## src/rtl/test_packet_pkg.sv

```systemverilog
// Layout and state encoding shared by test_packet_gen and detect_errors,
// so both ends of the link agree on where the aux and segment bytes sit.
package test_packet_pkg;

  typedef enum logic [1:0] {
    IDLE = 2'd0,
    SEND = 2'd1,
    GAP  = 2'd2
  } state_t;

  localparam int         PACKETSIZE_DEF  = 33;
  localparam int         WHEREIS_AUX_DEF = 0;
  localparam int         SEG_POS_DEF     = 1;
  localparam int         IFG_DEF         = 10;
  localparam logic [7:0] FILL_DEF        = 8'h12;

endpackage

```

## src/rtl/packet_byte_mux.sv

```systemverilog
// Combinational byte selector: maps a byte index within a packet to the aux
// byte, one of the two segment-number bytes, or the fill pattern.
module packet_byte_mux
  import test_packet_pkg::*;
#(
  parameter int         WHEREIS_AUX = WHEREIS_AUX_DEF,
  parameter int         SEG_POS     = SEG_POS_DEF,
  parameter logic [7:0] FILL        = FILL_DEF
) (
  input  logic [15:0] idx,
  input  logic [7:0]  aux,
  input  logic [15:0] seg_num,
  output logic [7:0]  data
);

  localparam logic [15:0] AUX_IDX    = 16'(WHEREIS_AUX);
  localparam logic [15:0] SEG_HI_IDX = 16'(SEG_POS);
  localparam logic [15:0] SEG_LO_IDX = 16'(SEG_POS + 1);

  always_comb begin
    data = FILL;
    if (idx == AUX_IDX)         data = aux;
    else if (idx == SEG_HI_IDX) data = seg_num[15:8];
    else if (idx == SEG_LO_IDX) data = seg_num[7:0];
  end

endmodule

```

## config.mk

```make
export PLATFORM = sky130hd
export DESIGN_NAME = packet_byte_mux
export DESIGN_NICKNAME = d
export VERILOG_FILES = /design/src/rtl/test_packet_pkg.sv /design/src/rtl/packet_byte_mux.sv
export SDC_FILE = /design/constraint.sdc
export NUM_CORES = 1
export LEC_CHECK = 0
export CAP_MARGIN = 20
export CELL_PAD_IN_SITES_DETAIL_PLACEMENT = 1
export CELL_PAD_IN_SITES_GLOBAL_PLACEMENT = 2
export CORE_MARGIN = 10
export CORE_UTILIZATION = 10
export DETAILED_ROUTE_END_ITERATION = 8
export PLACE_DENSITY = 0.94
export RECOVER_POWER = 100
export SYNTH_ARGS = -nofsm -noshare
export SYNTH_HDL_FRONTEND = slang
export SYNTH_SLANG_ARGS = --single-unit
```

## constraint.sdc

```tcl
create_clock -name vclk -period 1
set_input_delay 0.2 -clock vclk [all_inputs]
set_output_delay 0.2 -clock vclk [all_outputs]
set_load 0.02 [all_outputs]
```

==> results.cfg <==
[synthesis]
syn_nets = 78
syn_area_per_cell_sq_um = 7.51
synth-seq-area-share = 0
yosys.cell_types.count = 13
synth_area_sq_um = 285
synthCells = 38
ys_warn_count = 0

[sta]
holdWs_ns = 0.898
worst_pin_slew_ns = 0.260
rsz0062_at_grt = yes
max_slew_margin = 0.825
finalSetupViolCount = 8
hold_viol_final = 0
finalWorstSetupSlack_ns = -0.381
drv_slew = 0
max_freq_ghz = 0.724
period_share = 1.38
period_minus_slack_ns = 1.38
totalNegativeSetupSlack_ns = -2.90

[worst_hold_path]
min_path_type = in -> out
hold_depth = 6
holdCritStartpoint = idx[12]
min_to = data[0]

[detailed_routing]
ant_nets = 0
drt_first_iter_violations = 3
wl_per_cell_um = 16.3
vias = 497
drc_errors = 0
first_pass_iters = 2
routed_wirelength_um = 1970
viasPerCell = 4.11

[cells_and_area]
final_common_cell = dlygate4sd2_1
syn2layout_area_growth_pct = 246
drive_above_1_share = 0.533
n_antenna_cell = 0
nNetsFinal = 132
fin_area_sq_um = 988
final_util = 0.362
fillers = 318
sequential_cell_total = 0
final_cell_mix = 16 x dlygate4sd2_1, 14 x buf_6, 9 x clkdlybuf4s50_1
nClkBuffers = 0
seq_area_sq_um = 0

[setup_path]
worstPathArrival_ns = 1.18
critPathLaunchType = primary input
crit_required_ns = 0.80
cp-end-kind = primary output
cp_max_fo = 8
path_class = in -> out

[die]
rows = 19
io_pins = 48
die_y_um = 73.4
dieArea_sq_um = 5390
start_util = 0.104
coreArea_sq_um = 2730
fp.dieW_um = 73.4

[status]
status = finished, violations left
violations = negative setup slack

[global_route]
grt_max_degree = 9
grt_pass1_vias = 618
grt_pass1_wl_um = 3000
grt_antenna_before_repair = 0
grt_usage = 0.0678
overflow = 0

[cts]
cts_hold_buf = 0

[place]
placed_area_sq_um = 952
post-place-ws_ns = -1.24
portBuffers = 48
dp_hpwl_um = 1710
gp_congestion = 0.648

[flow_run]
maxCapViolations = 0

[power]
powerDensity_nw_per_um2 = 279
cellLeakagePower_nw = 0.428
ir_drop_mv = 0.115
-- critical path, stage by stage --
cell      delay, ns
buf_6          0.10
nor4_4         0.31
nand4_4        0.14
buf_12         0.17
nand2b_4       0.14
buf_6          0.12
-- synth_stat cells --
cell | instances | area share
a21oi_1 | 6 | 0.11
mux2i_1 | 6 | 0.21
nand2_1 | 6 | 0.079
or2_1 | 6 | 0.13
nand2b_1 | 3 | 0.066
mux2_2 | 2 | 0.079
nor4_2 | 2 | 0.088
o22ai_1 | 2 | 0.044
and2b_1 | 1 | 0.026
buf_6 | 1 | 0.039
nand4_2 | 1 | 0.044
nor2_1 | 1 | 0.013
nor4_4 | 1 | 0.075
-- area by class of cell --
class / count / area [sq um] / area share
well taps: 31 / 38.8 / 0.0392
multi-input cells: 37 / 439 / 0.444
repair buffers: 53 / 510 / 0.516
-- through the flow --
| stage | power (mW) | std cells |
|---|---|---|
| final | 0.276 | 121 |
| after global routing | 0.296 | 121 |
| after CTS | 0.266 | 121 |
| after detailed placement | 0.275 | 121 |
| after global placement | 0.270 | 121 |
| after floorplan | 0.0842 | 38 |
-- worst max-delay path by stage --
stage	start	to	slack, ns	cells past startpoint
floorplan	idx[9]	data[0]	-0.22	3
global placement	idx[6]	data[3]	-1.22	6
detailed placement	idx[14]	data[7]	-1.24	6
CTS	idx[11]	data[1]	-0.40	6
global route	idx[10]	data[4]	-0.44	6
finish	idx[11]	data[1]	-0.38	6
-- report_power, final --
part	internal (mW)	total, mW	switching [mW]
combinational	0.167	0.276	0.108
sequential	0	0	0
clock	0	0	0
-- routing by layer --
| layer | share of wire | track usage | up-vias |
|---|---|---|---|
| met5 | 0 | 0 | - |
| met4 | 0 | 0 | 0 |
| met3 | 0.085 | 0.0188 | 0 |
| met2 | 0.62 | 0.152 | 21 |
| met1 | 0.30 | 0.0586 | 232 |
| li1 | - | - | 244 |
-- repair_timing --
action,CTS,global route
hold endpoints to repair,0,0
setup endpoints to repair,8,8
gates resized for setup,127,6
pin swaps,19,1
setup buffers,0,0
-- kinds of logic (layout without fill, tap and decap cells) --
family / after synthesis / count (layout) / synth area share
AND/OR/NAND/NOR: 21 / 21 / 0.522
AO/OA/AOI/OAI: 8 / 8 / 0.149
multiplexers: 8 / 8 / 0.289
buffers and inverters: 1 / 53 / 0.0395
Power figures use the tool's default switching activity.
